### config.mk
export PLATFORM = sky130hd
export DESIGN_NAME = bp_l15_req_engine_flat
export DESIGN_NICKNAME = d
export VERILOG_FILES = /design/src/rtl/bp_l15_req_engine_if.sv /design/src/rtl/bp_l15_req_engine.sv /design/src/flat_wrapper.sv
export SDC_FILE = /design/constraint.sdc
export NUM_CORES = 1
export LEC_CHECK = 0
export ABC_AREA = 1
export BUFFER_PORTS_ARGS = -buffer_cell sky130_fd_sc_hd__buf_2
export CORE_AREA = 2 2 165 167
export DETAILED_ROUTE_END_ITERATION = 8
export DIE_AREA = 0 0 167 169
export PLACE_DENSITY = 0.75
export RECOVER_POWER = 100
export SETUP_SLACK_MARGIN = 0.02
export SYNTH_ARGS = -nofsm -noshare
export SYNTH_HDL_FRONTEND = slang
export SYNTH_SLANG_ARGS = --single-unit
### constraint.sdc
create_clock -name clk_i -period 3.4 [get_ports clk_i]
set_input_delay 0.68 -clock clk_i [delete_from_list [all_inputs] [get_ports clk_i]]
set_output_delay 0.68 -clock clk_i [all_outputs]
set_load 0.05 [all_outputs]
### src/rtl/bp_l15_req_engine_if.sv
// bp_l15_req_engine_if: BP memory command/response channel plus L1.5 transducer channel.
// The engine takes the master modport because it originates L1.5 requests and BP responses.
// The BP core and L1.5 side take the slave modport.
interface bp_l15_req_engine_if #(
    parameter int addr_width_p = 40,
    parameter int data_width_p = 64
);
    // BP command channel
    logic                    mem_cmd_v_i;
    logic                    mem_cmd_ready_o;
    logic                    mem_cmd_store_i;
    logic                    mem_cmd_nc_i;
    logic [1:0]              mem_cmd_size_i;
    logic [addr_width_p-1:0] mem_cmd_addr_i;
    logic [data_width_p-1:0] mem_cmd_data_i;
    // BP response channel
    logic                    mem_resp_v_o;
    logic                    mem_resp_yumi_i;
    logic                    mem_resp_store_o;
    logic [data_width_p-1:0] mem_resp_data_o;
    // L1.5 request channel
    logic                    transducer_l15_val;
    logic [4:0]              transducer_l15_rqtype;
    logic [2:0]              transducer_l15_size;
    logic [addr_width_p-1:0] transducer_l15_address;
    logic [data_width_p-1:0] transducer_l15_data;
    logic                    transducer_l15_nc;
    logic                    l15_transducer_ack;
    logic                    l15_transducer_header_ack;
    // L1.5 return channel
    logic                    l15_transducer_val;
    logic [3:0]              l15_transducer_returntype;
    logic [data_width_p-1:0] l15_transducer_data_0;
    logic [data_width_p-1:0] l15_transducer_data_1;
    logic                    transducer_l15_req_ack;
    // Status
    logic                    error_o;

    modport master (
        input  mem_cmd_v_i, mem_cmd_store_i, mem_cmd_nc_i, mem_cmd_size_i,
               mem_cmd_addr_i, mem_cmd_data_i, mem_resp_yumi_i,
               l15_transducer_ack, l15_transducer_header_ack, l15_transducer_val,
               l15_transducer_returntype, l15_transducer_data_0, l15_transducer_data_1,
        output mem_cmd_ready_o, mem_resp_v_o, mem_resp_store_o, mem_resp_data_o,
               transducer_l15_val, transducer_l15_rqtype, transducer_l15_size,
               transducer_l15_address, transducer_l15_data, transducer_l15_nc,
               transducer_l15_req_ack, error_o
    );

    modport slave (
        output mem_cmd_v_i, mem_cmd_store_i, mem_cmd_nc_i, mem_cmd_size_i,
               mem_cmd_addr_i, mem_cmd_data_i, mem_resp_yumi_i,
               l15_transducer_ack, l15_transducer_header_ack, l15_transducer_val,
               l15_transducer_returntype, l15_transducer_data_0, l15_transducer_data_1,
        input  mem_cmd_ready_o, mem_resp_v_o, mem_resp_store_o, mem_resp_data_o,
               transducer_l15_val, transducer_l15_rqtype, transducer_l15_size,
               transducer_l15_address, transducer_l15_data, transducer_l15_nc,
               transducer_l15_req_ack, error_o
    );
endinterface

### src/rtl/bp_l15_req_engine.sv
// bp_l15_req_engine: single-outstanding engine that turns one BP memory command into an
// L1.5 load/store, waits for the matching return and hands one 64-bit response back to BP.
// Optional WAIT-state watchdog: define BP_L15_REQ_TIMEOUT_EN to enable it. When it is
// undefined, error_o is tied low and WAIT has no time limit.
module bp_l15_req_engine #(
    parameter int addr_width_p     = 40,
    parameter int data_width_p     = 64,
    parameter int timeout_cycles_p = 1024
) (
    input  logic                clk_i,
    input  logic                reset_n_i,
    bp_l15_req_engine_if.master bus
);
    localparam logic [4:0]  rqtype_load_lp   = 5'b00000;
    localparam logic [4:0]  rqtype_store_lp  = 5'b00001;
    localparam logic [3:0]  ret_load_lp      = 4'b0000;
    localparam logic [3:0]  ret_st_ack_lp    = 4'b0100;
    localparam logic [63:0] timeout_data_lp  = 64'hDEAD_BEEF_DEAD_BEEF;
    localparam int          lanes_lp         = data_width_p / 8;

    typedef enum logic [1:0] {IDLE, REQ, WAIT, RESP} state_e;

    state_e                  state_reg;
    logic                    ready_reg;
    logic                    l15_val_reg;
    logic                    resp_v_reg;
    logic                    resp_store_reg;
    logic [data_width_p-1:0] resp_data_reg;
    logic                    store_reg;
    logic                    nc_reg;
    logic [1:0]              size_reg;
    logic [addr_width_p-1:0] addr_reg;
    logic [data_width_p-1:0] store_data_reg;

    logic [data_width_p-1:0] store_data_next;
    logic [data_width_p-1:0] load_word;
    logic [data_width_p-1:0] load_shifted;
    logic [data_width_p-1:0] load_data_next;
    logic                    ret_match;
    logic                    timeout_hit;

    // Store data replication: every byte lane repeats the low 2^size bytes of the command.
    genvar gi;
    generate
        for (gi = 0; gi < lanes_lp; gi++) begin : g_lane
            logic [7:0] lane_byte;
            // Select the source byte for this lane according to the access size.
            always_comb begin
                case (bus.mem_cmd_size_i)
                    2'd0:    lane_byte = bus.mem_cmd_data_i[7:0];
                    2'd1:    lane_byte = bus.mem_cmd_data_i[8*(gi%2) +: 8];
                    2'd2:    lane_byte = bus.mem_cmd_data_i[8*(gi%4) +: 8];
                    default: lane_byte = bus.mem_cmd_data_i[8*gi +: 8];
                endcase
            end
            assign store_data_next[8*gi +: 8] = lane_byte;
        end
    endgenerate

    // Load return: pick the 8B half of the 16B block, then right-align the addressed byte.
    assign load_word    = addr_reg[3] ? bus.l15_transducer_data_1 : bus.l15_transducer_data_0;
    assign load_shifted = load_word >> {addr_reg[2:0], 3'b000};

    // Zero-extend: keep only the bytes covered by the access size.
    always_comb begin
        load_data_next = '0;
        case (size_reg)
            2'd0:    load_data_next[7:0]  = load_shifted[7:0];
            2'd1:    load_data_next[15:0] = load_shifted[15:0];
            2'd2:    load_data_next[31:0] = load_shifted[31:0];
            default: load_data_next       = load_shifted;
        endcase
    end

    // Only a return of the type that answers the outstanding request completes it.
    assign ret_match = bus.l15_transducer_val &&
                       (bus.l15_transducer_returntype == (store_reg ? ret_st_ack_lp : ret_load_lp));

`ifdef BP_L15_REQ_TIMEOUT_EN
    localparam logic [15:0] timeout_lim_lp = 16'(timeout_cycles_p - 1);

    logic [15:0] timeout_count_reg;
    logic        error_reg;

    // Fires in the last allowed WAIT cycle when no matching return has shown up.
    assign timeout_hit = (state_reg == WAIT) && !ret_match && (timeout_count_reg == timeout_lim_lp);

    // Watchdog counter restarts on every WAIT entry; the error flag sticks until reset.
    always_ff @(posedge clk_i) begin
        if (!reset_n_i) begin
            timeout_count_reg <= '0;
            error_reg         <= 1'b0;
        end else begin
            if (state_reg == REQ) begin
                timeout_count_reg <= '0;
            end else if (state_reg == WAIT) begin
                timeout_count_reg <= timeout_count_reg + 16'd1;
            end
            if (timeout_hit) begin
                error_reg <= 1'b1;
            end
        end
    end

    assign bus.error_o = error_reg;
    wire unused_ok = bus.l15_transducer_header_ack;
`else
    localparam logic [31:0] timeout_bits_lp = 32'(timeout_cycles_p);

    assign timeout_hit = 1'b0;
    assign bus.error_o = 1'b0;
    wire unused_ok = ^{bus.l15_transducer_header_ack, timeout_bits_lp[0]};
`endif

    // Command/response sequencing; every output below comes straight from these registers.
    always_ff @(posedge clk_i) begin
        if (!reset_n_i) begin
            state_reg      <= IDLE;
            ready_reg      <= 1'b0;
            l15_val_reg    <= 1'b0;
            resp_v_reg     <= 1'b0;
            resp_store_reg <= 1'b0;
            resp_data_reg  <= '0;
            store_reg      <= 1'b0;
            nc_reg         <= 1'b0;
            size_reg       <= '0;
            addr_reg       <= '0;
            store_data_reg <= '0;
        end else begin
            case (state_reg)
                IDLE: begin
                    ready_reg <= 1'b1;
                    if (ready_reg && bus.mem_cmd_v_i) begin
                        store_reg      <= bus.mem_cmd_store_i;
                        nc_reg         <= bus.mem_cmd_nc_i;
                        size_reg       <= bus.mem_cmd_size_i;
                        addr_reg       <= bus.mem_cmd_addr_i;
                        store_data_reg <= store_data_next;
                        ready_reg      <= 1'b0;
                        l15_val_reg    <= 1'b1;
                        state_reg      <= REQ;
                    end
                end
                REQ: begin
                    // A return arriving alongside the ack is acked and dropped.
                    if (bus.l15_transducer_ack) begin
                        l15_val_reg <= 1'b0;
                        state_reg   <= WAIT;
                    end
                end
                WAIT: begin
                    if (ret_match) begin
                        resp_v_reg     <= 1'b1;
                        resp_store_reg <= store_reg;
                        resp_data_reg  <= store_reg ? '0 : load_data_next;
                        state_reg      <= RESP;
                    end else if (timeout_hit) begin
                        resp_v_reg     <= 1'b1;
                        resp_store_reg <= store_reg;
                        resp_data_reg  <= data_width_p'(timeout_data_lp);
                        state_reg      <= RESP;
                    end
                end
                RESP: begin
                    // Ready only comes back the cycle after yumi.
                    if (bus.mem_resp_yumi_i) begin
                        resp_v_reg <= 1'b0;
                        ready_reg  <= 1'b1;
                        state_reg  <= IDLE;
                    end
                end
                default: state_reg <= IDLE;
            endcase
        end
    end

    assign bus.mem_cmd_ready_o        = ready_reg;
    assign bus.mem_resp_v_o           = resp_v_reg;
    assign bus.mem_resp_store_o       = resp_store_reg;
    assign bus.mem_resp_data_o        = resp_data_reg;
    assign bus.transducer_l15_val     = l15_val_reg;
    assign bus.transducer_l15_rqtype  = store_reg ? rqtype_store_lp : rqtype_load_lp;
    assign bus.transducer_l15_size    = {1'b0, size_reg};
    assign bus.transducer_l15_address = addr_reg;
    assign bus.transducer_l15_data    = store_data_reg;
    assign bus.transducer_l15_nc      = nc_reg;
    // Every L1.5 return is consumed in the cycle it is presented, whatever the state.
    assign bus.transducer_l15_req_ack = bus.l15_transducer_val;
endmodule

### src/flat_wrapper.sv
// flat-port wrapper written by rule: the top's interface ports become plain ports
module bp_l15_req_engine_flat 
#(
    parameter int addr_width_p     = 40,
    parameter int data_width_p     = 64,
    parameter int timeout_cycles_p = 1024
)
  (clk_i, reset_n_i, bus_mem_cmd_v_i, bus_mem_cmd_store_i, bus_mem_cmd_nc_i, bus_mem_cmd_size_i, bus_mem_cmd_addr_i, bus_mem_cmd_data_i, bus_mem_resp_yumi_i, bus_l15_transducer_ack, bus_l15_transducer_header_ack, bus_l15_transducer_val, bus_l15_transducer_returntype, bus_l15_transducer_data_0, bus_l15_transducer_data_1, bus_mem_cmd_ready_o, bus_mem_resp_v_o, bus_mem_resp_store_o, bus_mem_resp_data_o, bus_transducer_l15_val, bus_transducer_l15_rqtype, bus_transducer_l15_size, bus_transducer_l15_address, bus_transducer_l15_data, bus_transducer_l15_nc, bus_transducer_l15_req_ack, bus_error_o);
  bp_l15_req_engine_if #(.addr_width_p(addr_width_p), .data_width_p(data_width_p)) bus_i ();
  input  logic clk_i;
  input  logic reset_n_i;
  input wire logic [$bits(bus_i.mem_cmd_v_i)-1:0] bus_mem_cmd_v_i;
  input wire logic [$bits(bus_i.mem_cmd_store_i)-1:0] bus_mem_cmd_store_i;
  input wire logic [$bits(bus_i.mem_cmd_nc_i)-1:0] bus_mem_cmd_nc_i;
  input wire logic [$bits(bus_i.mem_cmd_size_i)-1:0] bus_mem_cmd_size_i;
  input wire logic [$bits(bus_i.mem_cmd_addr_i)-1:0] bus_mem_cmd_addr_i;
  input wire logic [$bits(bus_i.mem_cmd_data_i)-1:0] bus_mem_cmd_data_i;
  input wire logic [$bits(bus_i.mem_resp_yumi_i)-1:0] bus_mem_resp_yumi_i;
  input wire logic [$bits(bus_i.l15_transducer_ack)-1:0] bus_l15_transducer_ack;
  input wire logic [$bits(bus_i.l15_transducer_header_ack)-1:0] bus_l15_transducer_header_ack;
  input wire logic [$bits(bus_i.l15_transducer_val)-1:0] bus_l15_transducer_val;
  input wire logic [$bits(bus_i.l15_transducer_returntype)-1:0] bus_l15_transducer_returntype;
  input wire logic [$bits(bus_i.l15_transducer_data_0)-1:0] bus_l15_transducer_data_0;
  input wire logic [$bits(bus_i.l15_transducer_data_1)-1:0] bus_l15_transducer_data_1;
  output wire logic [$bits(bus_i.mem_cmd_ready_o)-1:0] bus_mem_cmd_ready_o;
  output wire logic [$bits(bus_i.mem_resp_v_o)-1:0] bus_mem_resp_v_o;
  output wire logic [$bits(bus_i.mem_resp_store_o)-1:0] bus_mem_resp_store_o;
  output wire logic [$bits(bus_i.mem_resp_data_o)-1:0] bus_mem_resp_data_o;
  output wire logic [$bits(bus_i.transducer_l15_val)-1:0] bus_transducer_l15_val;
  output wire logic [$bits(bus_i.transducer_l15_rqtype)-1:0] bus_transducer_l15_rqtype;
  output wire logic [$bits(bus_i.transducer_l15_size)-1:0] bus_transducer_l15_size;
  output wire logic [$bits(bus_i.transducer_l15_address)-1:0] bus_transducer_l15_address;
  output wire logic [$bits(bus_i.transducer_l15_data)-1:0] bus_transducer_l15_data;
  output wire logic [$bits(bus_i.transducer_l15_nc)-1:0] bus_transducer_l15_nc;
  output wire logic [$bits(bus_i.transducer_l15_req_ack)-1:0] bus_transducer_l15_req_ack;
  output wire logic [$bits(bus_i.error_o)-1:0] bus_error_o;
  assign bus_i.mem_cmd_v_i = bus_mem_cmd_v_i;
  assign bus_i.mem_cmd_store_i = bus_mem_cmd_store_i;
  assign bus_i.mem_cmd_nc_i = bus_mem_cmd_nc_i;
  assign bus_i.mem_cmd_size_i = bus_mem_cmd_size_i;
  assign bus_i.mem_cmd_addr_i = bus_mem_cmd_addr_i;
  assign bus_i.mem_cmd_data_i = bus_mem_cmd_data_i;
  assign bus_i.mem_resp_yumi_i = bus_mem_resp_yumi_i;
  assign bus_i.l15_transducer_ack = bus_l15_transducer_ack;
  assign bus_i.l15_transducer_header_ack = bus_l15_transducer_header_ack;
  assign bus_i.l15_transducer_val = bus_l15_transducer_val;
  assign bus_i.l15_transducer_returntype = bus_l15_transducer_returntype;
  assign bus_i.l15_transducer_data_0 = bus_l15_transducer_data_0;
  assign bus_i.l15_transducer_data_1 = bus_l15_transducer_data_1;
  assign bus_mem_cmd_ready_o = bus_i.mem_cmd_ready_o;
  assign bus_mem_resp_v_o = bus_i.mem_resp_v_o;
  assign bus_mem_resp_store_o = bus_i.mem_resp_store_o;
  assign bus_mem_resp_data_o = bus_i.mem_resp_data_o;
  assign bus_transducer_l15_val = bus_i.transducer_l15_val;
  assign bus_transducer_l15_rqtype = bus_i.transducer_l15_rqtype;
  assign bus_transducer_l15_size = bus_i.transducer_l15_size;
  assign bus_transducer_l15_address = bus_i.transducer_l15_address;
  assign bus_transducer_l15_data = bus_i.transducer_l15_data;
  assign bus_transducer_l15_nc = bus_i.transducer_l15_nc;
  assign bus_transducer_l15_req_ack = bus_i.transducer_l15_req_ack;
  assign bus_error_o = bus_i.error_o;
  bp_l15_req_engine #(.addr_width_p(addr_width_p), .data_width_p(data_width_p), .timeout_cycles_p(timeout_cycles_p)) u_core (.clk_i(clk_i), .reset_n_i(reset_n_i), .bus(bus_i));
endmodule
==> qor.csv <==
stage,metric,value,unit
placed_design,portBuffers,422,
logic_synthesis,avgSynthCellArea,6.54,µm²
critical_path,cp-end-kind,flip-flop,
critical_path,r2r_slack,0.72,ns
power,internal_power,4.30,mW
route,wl,39.9,mm
power,power.share.sequential,30.2,%
global_routing,grt_use_total,26.9,%
route,drtPass1Iterations,6,
finish,fin_cells,2161,
power,p_leak,5.38,nW
logic_synthesis,ys_seq_area_share,37.4,%
critical_path,path_max_fanout,31,
timing,layout_min_cycle_time,2.68,ns
global_routing,grtUsageMet3,5.33,%
placed_design,gp_congestion,0.955,
global_routing,antenna_found_initial,3,
global_routing,grt_start_max_net_pins,132,
logic_synthesis,synth_simple_gate_area_share,36.3,%
logic_synthesis,yosys.cell_types.count,30,
clock_network,htreeDepth,4,
die,die_x,167,µm
power,pwr-share-clk,23.6,%
global_routing,grt_pass1_vias,10766,
clock_network,cts_setup_buffers,0,
finish,final_common_cell,nand2_1,
critical_path,cp_slowest_cell,dfxtp_1,
die,io_pins,430,
logic_synthesis,synth_ff_type,dfxtp_1,
die,fp-row-count,60,
finish,num-fill-cells,2886,
critical_path,critPathMostFrequentCell,nand2_1,
critical_path,path_cells,inv_1 > buf_4 > nand3_1 > nand3_1 > nand2_1 > nand2_1 > nand2_1 > nand2_1 > a21oi_1,
logic_synthesis,synth_compound_area_share,17.1,%
logic_synthesis,async_flop_share,0,%
clock_network,cts_hold_buf,0,
route,wl_per_cell,18.4,µm
finish,layout-drive-gt1-share,17.9,%
clock_network,numCtsBuffers,17,
global_routing,grt_first_pass_wirelength,59.5,mm
finish,final_cell_mix,"331 x nand2_1, 299 x nand3_1, 248 x buf_2",
logic_synthesis,synthAdderAreaFrac,1.18,%
die,start_util,36.0,%
clock_network,clk_pin_slew,0.09,ns
outcome,status,finished clean,
global_routing,grtUsageMet1,30.3,%
timing,timing.fmax,373,MHz
timing,fin_crit_sh,78.9,%
clock_network,clk_latency,0.45,ns
timing,maxSlewViolCount,0,
global_routing,grt_util_met2,48.9,%
logic_synthesis,synth_edf_count,0,
die,dieArea,28200,µm²
placed_design,pre_cts_slack,0.899,ns
logic_synthesis,synthMuxAreaShare,0,%
power,total_power,8.58,mW
logic_synthesis,synth-seq-cells,178,
power,p_sw_share,49.8,%
logic_synthesis,yosys_warnings,0,
power,ir_worst_vdd,0.483,mV
global_routing,grt.overflow.total,0,
global_routing,grt-busiest-layer,met2,
logic_synthesis,synth_cells,1458,
placed_design,placed_cells,2127,
timing,rsz0062_at_grt,no,
die,core,26500,µm²
critical_path,startpoint_type,flip-flop,
finish,nets,2061,
placed_design,postPlaceCellArea,11800,µm²
clock_network,cts_root_buffer,clkbuf_16,
timing,layout_setup_ws,0.719,ns
worst_hold_path,hp-class,in2reg,
clock_network,clock-sinks,178,
logic_synthesis,synth_top_family_by_area,simple AND/OR/NAND/NOR gates,
finish,design_area,12100,µm²
placed_design,place_hpwl,29.8,mm
clock_network,clockBufferDepth,2,
logic_synthesis,synth_area,9540,µm²
finish,syn2layout_area_growth,26.7,%
power,combPwrFrac,46.2,%
timing,setup_viol,0,
timing,relSlewSlack,17.9,%
logic_synthesis,synth_xor_area_share,0.0918,%
route,drt-initial-drc-count,1041,
timing,tightest_slew,1.23,ns
critical_path,worstPathRequired,3.74,ns
critical_path,slowest_delay,0.84,ns
power,power_switching,4.27,mW
die,fp.dieH,169,µm
timing,setup_tns,0,ns
power,pwr_density_cell,710,nW/µm²
critical_path,crit_type,reg2reg,
timing,clock_skew,0.0280,ns
critical_path,cp_data_arrival_time,3.02,ns
run,maxCapViolations,0,
clock_network,cts_tree,yes,
clock_network,cts_resized,0,
route,antenna_left,0,
route,vias,11571,
route,via_per_inst,5.35,
route,drc,0,
timing,hold_viol,0,
## final cells by class
type | count | area (µm²) | area share (%)
Timing Repair Buffer | 446 | 2080 | 17.3
Sequential cell | 178 | 3570 | 29.5
Clock inverter | 14 | 165 | 1.37
Multi-Input combinational cell | 1109 | 5200 | 43.1
Antenna cell | 2 | 5.00 | 0.0414
Tap cell | 341 | 427 | 3.53
Inverter | 53 | 199 | 1.65
Clock buffer | 18 | 429 | 3.55
## synth_stat cells (2+ instances only)
cell type | n | area share [%]
a211oi_1 | 2 | 0.16
a21oi_1 | 137 | 7.2
a21oi_2 | 10 | 0.92
a31oi_1 | 9 | 0.59
buf_1 | 11 | 0.43
buf_2 | 35 | 1.8
buf_4 | 8 | 0.63
buf_6 | 2 | 0.24
clkbuf_1 | 66 | 2.6
dfxtp_1 | 178 | 37
ha_1 | 9 | 1.2
inv_1 | 51 | 2.0
nand2_1 | 331 | 13
nand3_1 | 299 | 16
nand3_2 | 10 | 1.0
nand3b_1 | 11 | 0.87
nor2_1 | 126 | 5.0
nor2_4 | 2 | 0.24
o211ai_1 | 8 | 0.63
o21ai_0 | 143 | 7.5
## kinds of logic after synthesis
| group | Yosys count |
|---|---|
| flip-flops | 178 |
| other | 1 |
| buffers and inverters | 176 |
| XOR/XNOR | 1 |
| AND/OR/NAND/NOR | 783 |
| AO/OA/AOI/OAI | 310 |
| adder cells (fa/ha/maj) | 9 |
## final timing paths
| kind | cells after the start | end | from |
|---|---|---|---|
| min reg2reg | 2 | u_core.bus.mem_resp_data_o[59] | u_core.bus.mem_resp_data_o[59] |
| max reg2reg | 9 | u_core.bus.mem_resp_data_o[13] | u_core.bus.transducer_l15_address[0] |
| min | 3 | u_core.bus.transducer_l15_address[33] | bus_mem_cmd_addr_i[33] |
| max | 9 | u_core.bus.mem_resp_data_o[13] | u_core.bus.transducer_l15_address[0] |
## layer usage
| metal | vias up | share of wire (%) |
|---|---|---|
| li1 | 5590 | - |
| met1 | 5323 | 38 |
| met2 | 569 | 51 |
| met3 | 87 | 7.4 |
| met4 | 2 | 4.1 |
| met5 | - | 0.028 |
## critical path, delay by kind of cell (launching register included)
family	cells	cell delay [ns]
buffers and inverters	2	0.93
flip-flops	1	0.84
AND/OR/NAND/NOR	6	0.65
AO/OA/AOI/OAI	1	0.15
## per-stage QoR
stage,hold slack (ns),utilization [%]
finish,0.454,45.6
CTS,0.445,46.6
detailed placement,0.453,44.4
global route,0.453,45.6
global placement,0.451,44.4
floorplan,0.513,-
## power groups by stage
stage / clock [mW] / sequential (mW) / combinational (mW)
final: 2.02 / 2.59 / 3.96
after global routing: 2.13 / 2.63 / 4.27
after CTS: 2.06 / 2.58 / 4.06
after detailed placement: 0 / 2.62 / 4.05
after global placement: 0 / 2.61 / 4.02
after floorplan: 0 / 3.67 / 1.80
Note: power is estimated with default switching activity, not from simulation.
